`config.mk`:
```
export PLATFORM = sky130hd
export DESIGN_NAME = lsu_mem_ctrl
export DESIGN_NICKNAME = d
export VERILOG_FILES = /design/src/rtl/lsu_mem_ctrl.sv
export SDC_FILE = /design/constraint.sdc
export NUM_CORES = 1
export LEC_CHECK = 0
export ABC_AREA = 1
export CAP_MARGIN = 20
export CORE_UTILIZATION = 42
export CTS_CLUSTER_SIZE = 10
export DETAILED_ROUTE_END_ITERATION = 10
export GPL_TIMING_DRIVEN = 0
export PLACE_DENSITY = 0.84
export REMOVE_ABC_BUFFERS = 1
export SLEW_MARGIN = 20
export SYNTH_ARGS = -nofsm -noshare
export SYNTH_HDL_FRONTEND = slang
export SYNTH_SLANG_ARGS = --single-unit
```
`constraint.sdc`:
```
create_clock -name clk -period 2.3 [get_ports clk]
set_clock_uncertainty 0.2 [all_clocks]
set_input_delay 0.345 -clock clk [delete_from_list [all_inputs] [get_ports clk]]
set_output_delay 0.345 -clock clk [all_outputs]
set_load 0.05 [all_outputs]
```
`src/rtl/lsu_mem_ctrl.sv`:
```
// Load/store unit memory controller: one outstanding TCM command per accepted op.
// Optional ZCRV_LSU_RDATA_REG_EN registers formatted load data and adds a WB cycle.
module lsu_mem_ctrl #(
    parameter int ZCRV_ADDR_SIZE = 32,
    parameter int ZCRV_XLEN      = 32
) (
    input  logic                      clk,
    input  logic                      rst_n,
    input  logic                      ex_valid,
    input  logic                      load,
    input  logic                      store,
    input  logic                      itcm_req,
    input  logic                      dtcm_req,
    input  logic                      addr_error,
    input  logic [ZCRV_ADDR_SIZE-1:0] lsaddr,
    input  logic [ZCRV_XLEN-1:0]      store_result,
    input  logic [3:0]                store_mask,
    input  logic [4:0]                load_info,
    output logic                      lsu_ready,
    output logic                      mem_cmd_valid,
    input  logic                      mem_cmd_ready,
    output logic                      mem_cmd_itcm,
    output logic                      mem_cmd_wr,
    output logic [ZCRV_ADDR_SIZE-1:0] mem_cmd_addr,
    output logic [ZCRV_XLEN-1:0]      mem_cmd_wdata,
    output logic [3:0]                mem_cmd_be,
    input  logic                      mem_rsp_valid,
    input  logic [ZCRV_XLEN-1:0]      mem_rsp_rdata,
    output logic                      wb_valid,
    output logic                      wb_err,
    output logic                      store_done,
    output logic [ZCRV_XLEN-1:0]      wb_data,
    output logic [2:0]                dbg_state
);
    // Command handshake: a command transfers on a cycle where mem_cmd_valid and
    // mem_cmd_ready are both high; fields stay stable while valid waits for ready.
    typedef enum logic [2:0] {
        IDLE = 3'd0,
        CMD  = 3'd1,
        RSP  = 3'd2,
`ifdef ZCRV_LSU_RDATA_REG_EN
        ERR  = 3'd3,
        WB   = 3'd4
`else
        ERR  = 3'd3
`endif
    } state_e;

    state_e                    state_q, state_d;
    logic                      itcm_q, itcm_d;
    logic                      wr_q, wr_d;
    logic [ZCRV_ADDR_SIZE-1:0] addr_q, addr_d;
    logic [ZCRV_XLEN-1:0]      wdata_q, wdata_d;
    logic [3:0]                be_q, be_d;
    logic [4:0]                linfo_q, linfo_d;
    logic [ZCRV_XLEN-1:0]      rsp_shifted;
    logic [ZCRV_XLEN-1:0]      rsp_fmt;
    logic [3:0]                store_be;
`ifdef ZCRV_LSU_RDATA_REG_EN
    logic [ZCRV_XLEN-1:0]      rdata_q, rdata_d;
`endif

    assign store_be      = (~store_mask) << lsaddr[1:0];
    assign mem_cmd_itcm  = itcm_q;
    assign mem_cmd_wr    = wr_q;
    assign mem_cmd_addr  = {addr_q[ZCRV_ADDR_SIZE-1:2], 2'b00};
    assign mem_cmd_wdata = wdata_q;
    assign mem_cmd_be    = be_q;
    assign dbg_state     = state_q;

    // Load data alignment and extension; info bits are {lb,lh,lw,lbu,lhu}.
    always_comb begin
        rsp_shifted = mem_rsp_rdata >> {addr_q[1:0], 3'b000};
        rsp_fmt     = rsp_shifted;
        if (linfo_q[2]) begin
            rsp_fmt = rsp_shifted;
        end else if (linfo_q[4]) begin
            rsp_fmt = {{(ZCRV_XLEN-8){rsp_shifted[7]}}, rsp_shifted[7:0]};
        end else if (linfo_q[3]) begin
            rsp_fmt = {{(ZCRV_XLEN-16){rsp_shifted[15]}}, rsp_shifted[15:0]};
        end else if (linfo_q[1]) begin
            rsp_fmt = {{(ZCRV_XLEN-8){1'b0}}, rsp_shifted[7:0]};
        end else if (linfo_q[0]) begin
            rsp_fmt = {{(ZCRV_XLEN-16){1'b0}}, rsp_shifted[15:0]};
        end
    end

    always_comb begin
        state_d       = state_q;
        itcm_d        = itcm_q;
        wr_d          = wr_q;
        addr_d        = addr_q;
        wdata_d       = wdata_q;
        be_d          = be_q;
        linfo_d       = linfo_q;
`ifdef ZCRV_LSU_RDATA_REG_EN
        rdata_d       = rdata_q;
`endif
        lsu_ready     = 1'b0;
        mem_cmd_valid = 1'b0;
        wb_valid      = 1'b0;
        wb_err        = 1'b0;
        store_done    = 1'b0;
        wb_data       = '0;
        case (state_q)
            IDLE: begin
                lsu_ready = 1'b1;
                if (ex_valid && (load || store || addr_error)) begin
                    // A conflicting TCM select falls back to DTCM.
                    itcm_d  = itcm_req & ~dtcm_req;
                    wr_d    = store;
                    addr_d  = lsaddr;
                    wdata_d = store ? (store_result << {lsaddr[1:0], 3'b000}) : '0;
                    be_d    = store ? store_be : 4'b1111;
                    linfo_d = load_info;
                    state_d = addr_error ? ERR : CMD;
                end
            end
            CMD: begin
                mem_cmd_valid = 1'b1;
                if (mem_cmd_ready) state_d = RSP;
            end
            RSP: begin
                if (mem_rsp_valid) begin
                    state_d = IDLE;
                    if (wr_q) begin
                        store_done = 1'b1;
                    end else begin
`ifdef ZCRV_LSU_RDATA_REG_EN
                        rdata_d = rsp_fmt;
                        state_d = WB;
`else
                        wb_valid = 1'b1;
                        wb_data  = rsp_fmt;
`endif
                    end
                end
            end
            ERR: begin
                wb_valid = 1'b1;
                wb_err   = 1'b1;
                state_d  = IDLE;
            end
`ifdef ZCRV_LSU_RDATA_REG_EN
            WB: begin
                wb_valid = 1'b1;
                wb_data  = rdata_q;
                state_d  = IDLE;
            end
`endif
            default: state_d = IDLE;
        endcase
    end

    always_ff @(posedge clk or negedge rst_n) begin
        if (!rst_n) begin
            state_q <= IDLE;
            itcm_q  <= 1'b0;
            wr_q    <= 1'b0;
            addr_q  <= '0;
            wdata_q <= '0;
            be_q    <= 4'b0000;
            linfo_q <= 5'b00000;
`ifdef ZCRV_LSU_RDATA_REG_EN
            rdata_q <= '0;
`endif
        end else begin
            state_q <= state_d;
            itcm_q  <= itcm_d;
            wr_q    <= wr_d;
            addr_q  <= addr_d;
            wdata_q <= wdata_d;
            be_q    <= be_d;
            linfo_q <= linfo_d;
`ifdef ZCRV_LSU_RDATA_REG_EN
            rdata_q <= rdata_d;
`endif
        end
    end
endmodule

```
== Yosys cells after proc, flatten, opt, wreduce, memory -nomap -nowiden ==
Cells that the tools add are included.
Word-level totals
  register bits: 78
  output and inout bits: 110
  input bits: 115
  logic and storage cells: 49
Cells by class
  reductions and logical operators: 6
  bitwise gates (word level): 3
  equality and inequality tests: 6
  mux-type cells: 24
  shift-type cells: 3
Operators by type and width (count)
  $mux W32: 9
  $shl A32 B5 Y32: 1
  $shr A32 B5 Y32: 1
  $mux W3: 3
  $pmux W3 S3: 1
  $mux W1: 8
  $eq A3 B2 Y1 const B: 2
  $ne A2 B2 Y1 const B: 3
  $mux W4: 1
  $not A4 Y4: 1
  $shl A4 B2 Y4: 1
  $eq A3 B1 Y1 const B: 1
  $logic_not A3 Y1: 1
  $reduce_and A3 Y1: 1
  $logic_or A1 B1 Y1: 2
  $mux W2: 1
  $pmux W1 S2: 1
  $reduce_and A2 Y1: 1
  $and A1 B1 Y1: 1
  $logic_and A1 B1 Y1: 1
  $not A1 Y1: 1

== Longest topological paths before layout ==
  depth in word-level cells: 9
  depth in mapped cells: 11
  depth with buffers taken out: 9

== Worst setup path after synthesis ==
No wires, ideal clock.
  path kind: reg2out
  start point: register state_q[1], in the netlist dbg_state[1]
  end point: output port wb_data[4]
  path buffers: 1
  arrival time: 2.205 ns
  required time: 1.755 ns
  cell stages (with the launch flop): 8
  setup slack: -0.450 ns
  cell sequence: dfrtp_1 -> inv_2 -> nor2_1 -> inv_2 -> nor3_4 -> buf_4 -> o21ai_1 -> a31oi_1
On the way
  word-level cells in the longest chain between the ends: 2
RTL lines
  from (decl): RTL line 49  | state_e state_q, state_d;
  from (signal assigned): RTL line 168  | state_q <= state_d;
  $eq A3 B2 Y1: RTL line 105  | case (state_q)
  $mux W32: RTL line 105
  to (decl): RTL line 32  | output logic [ZCRV_XLEN-1:0] wb_data,
Every way passes these cells.

== Final worst setup path ==
  start point: input port mem_rsp_rdata[23]
  end point: output port wb_data[21]
On the way
  word-level cells in the longest chain between the ends: 7
RTL lines
  from (decl): RTL line 28  | input logic [ZCRV_XLEN-1:0] mem_rsp_rdata,
  $shr A32 B5 Y32 *: RTL line 73  | rsp_shifted = mem_rsp_rdata >> {addr_q[1:0], 3'b000};
  $mux W32: RTL line 79  | end else if (linfo_q[3]) begin
  $mux W32 *: RTL line 77  | end else if (linfo_q[4]) begin
  $mux W32 *: RTL line 75  | if (linfo_q[2]) begin
  $mux W32 *: RTL line 126  | if (wr_q) begin
  $mux W32 *: RTL line 124  | if (mem_rsp_valid) begin
  $mux W32 *: RTL line 105
Mark *: on every way between the ends. The rest lies on a longest branch, timed or not.

==> impl_metrics.csv <==
group,metric,value,unit
sta,maxSlewViolCount,0,
sta,layout_min_cycle_time,2.54,ns
global_route,grt_pass1_vias,5544,
logic_synthesis,synth_enable_flop_cells,0,
cts,cts_buffers,9,
worst_setup_path,arrival,1.99,ns
outcome,status,"finished with violations",
sta,rsz0062_at_grt,"true",
worst_setup_path,cp_max_fo,8,
worst_setup_path,crit_path_end_kind,"primary output",
worst_setup_path,critPathKind,"input port to primary output",
logic_synthesis,yosysSeqAreaShare,39.0,%
final_layout,register_area,1940,um^2
detailed_routing,wl,18.9,mm
power,ir_worst_vdd,1.04,mV
cts,clockBufferDepth,2,
die,coreArea,11400,um^2
logic_synthesis,synth_top_area_share,39.0,%
worst_setup_path,r2r_cells,8,
power,leakage,0.00384,uW
logic_synthesis,synthCells,717,
detailed_routing,vias_per_cell,5.39,
worst_setup_path,critPathRequiredTime,1.75,ns
sta,setup_slack,-0.240,ns
die,fp.dieW,110,um
cts,clock_latency,0.33,ns
logic_synthesis,synthFlopType,"dfrtp_1",
logic_synthesis,async_flop_share,100,%
logic_synthesis,yosysTopAreaCell,"dfrtp_1",
die,start_util,43.3,%
logic_synthesis,ys_ff_latch,77,
final_layout,n_fill_cell,852,
die,core.rowCount,39,
logic_synthesis,ys_warn_count,0,
logic_synthesis,syn_area_per_cell,6.89,um^2
logic_synthesis,synthTopCellsByArea,"dfrtp_1, nand2_1, buf_4, a21oi_1, nand3_1",
detailed_routing,wl_per_cell,17.6,um
cts,clkTransAtPathRegs,0.06,ns
sta,finalSetupTns,-5.55,ns
min_path,hold_depth,2,
global_route,grt_max_degree,48,
global_route,grt-ovfl-total,0,
sta,tightest_slew,0.942,ns
min_path,min_path_type,"flip-flop to flip-flop",
flow_run,drv_cap,0,
final_layout,insertedDiodeCount,0,
logic_synthesis,synth_commonest_cells,"nand2_1, dfrtp_1, buf_4",
logic_synthesis,synth.distinct_cells,34,
place,preCtsSetupSlack,-1.70,ns
die,dieHeight,110,um
cts,clock-sinks,77,
final_layout,drive_above_1_share,23.2,%
sta,max-slew-margin-rel,37.2,%
place,numPortBuffers,221,
cts,htree_levels,3,
worst_setup_path,startpoint_type,"input port",
logic_synthesis,syn_area,4940,um^2
place,place.gp.congestion,0.887,
global_route,antenna_found_initial,0,
cts,cts_tree,"built",
detailed_routing,drtIter0Drc,491,
detailed_routing,drt-pass1-iter-count,5,
outcome,violations,"setup timing",
power,power-per-cell-area,1490,nW/um^2
final_layout,syn_to_final_growth,66.8,%
place,dp.final_hpwl,10.6,mm
final_layout,multiInputGateArea,2920,um^2
sta,hold_viol,0,
sta,fmax,394,MHz
global_route,grt_use_total,29.0,%
detailed_routing,drc,0,
global_route,grt_pass1_wl,28.4,mm
logic_synthesis,yosysMostFrequentCell,"nand2_1",
final_layout,final_nets,1042,
sta,finalSetupViolCount,32,
detailed_routing,ant_nets,0,
die,ios,225,
cts,cts_root_buffer,"clkbuf_16",
detailed_routing,num_vias,5791,
die,die_area,12200,um^2
sta,min_period_over_period,110,%
==> state kept, by name, summed over array words and instances (netlist names) <==
name,cells
dbg_state,2
mem_cmd_itcm,1
mem_cmd_be,4
mem_cmd_wdata,32
linfo_q,5
mem_cmd_wr,1
addr_q,32
==> cell families (layout without fill, tap and decap cells) <==
family / count (synthesis) / count (layout) / synth area share, %
compound gates: 115 / 115 / 14.2
mux: 6 / 6 / 1.22
flops: 77 / 77 / 39.0
buf+inv: 103 / 312 / 11.8
simple gates: 415 / 419 / 33.7
other cells: 1 / 3 / 0.0759
==> cells in the final DEF, fill, tap and decap left out, types with 15 or more instances in the layout <==
| cell type | instances |
|---|---|
| nand3_1 | 24 |
| dfrtp_1 | 72 |
| a21oi_1 | 19 |
| o21ai_0 | 24 |
| o21ai_2 | 15 |
| nand2_1 | 307 |
| buf_6 | 26 |
| buf_4 | 39 |
| clkdlybuf4s50_1 | 180 |
| nand2_2 | 22 |
==> final cells by class <==
class,count,area share (%)
Multi-Input combinational cell,543,35.5
Clock inverter,5,0.714
Clock buffer,11,3.07
Timing Repair inverter,5,0.653
Sequential cell,77,23.5
Inverter,25,1.76
Tap cell,143,2.17
Timing Repair Buffer,266,32.6
==> worst max-delay path, cell delays in order <==
cell and delay [ns]:
clkdlybuf4s50_1 0.55, inv_1 0.10, nand2_4 0.09, nand3_4 0.10
nand3_4 0.15, nand2_1 0.12, nand2_2 0.10, nand2_4 0.07
a21oi_4 0.17, buf_6 0.18
==> metrics by stage <==
stage / util (%) / hold WS, ns / instance area [um^2] / std cells / power, uW
floorplan: - / -0.151 / 4470 / 641 / 6640
global placement: 60.0 / 0.262 / 6860 / 1005 / 8810
detailed placement: 60.2 / 0.121 / 6880 / 1006 / 8880
CTS: 67.9 / 0.281 / 7750 / 1062 / 11300
global route: 72.2 / 0.306 / 8240 / 1075 / 12900
finish: 72.2 / 0.274 / 8240 / 1075 / 12300
==> per-layer routing <==
layer  global-route usage (%)  up-vias  share of wire [%]
met5                        0        -                  0
met4                     15.5        0                4.7
met3                     8.84       68                 10
met2                     48.2      355                 49
met1                     33.4     2667                 36
li1                         -     2701                  -
==> final timing paths <==
path,endpoint,slack (ns),from
setup / recovery,wb_data[21],-0.24,mem_rsp_rdata[23]
hold / removal,addr_q[11]$_DFFE_PN0P_,0.27,addr_q[11]$_DFFE_PN0P_
setup reg to reg,mem_cmd_wdata[4]$_DFFE_PN0P_,0.24,dbg_state[1]$_DFFE_PN0P_
hold reg to reg,addr_q[11]$_DFFE_PN0P_,0.27,addr_q[11]$_DFFE_PN0P_
max in group asynchronous,linfo_q[2]$_DFFE_PN0P_,0.97,rst_n
min in group asynchronous,mem_cmd_wdata[24]$_DFFE_PN0P_,0.33,rst_n
==> where the power goes <==
| group | internal, uW | leakage [uW] | total (uW) | switching, uW |
|---|---|---|---|---|
| Combinational | 2840 | 0.00272 | 8380 | 5540 |
| Sequential | 1940 | 0.000973 | 2420 | 482 |
| Clock | 899 | 0.000148 | 1460 | 559 |
==> repair_timing <==
action                                  in CTS  in global routing
gates resized for setup                    304                101
buffers inserted                            31                 12
hold buffers                                 1                  0
cloned                                       8                  2
pin swaps                                   15                 33
hold endpoints to repair                    30                  0
endpoints found under the setup margin     110                 79
(Power assumes the default switching activity.)
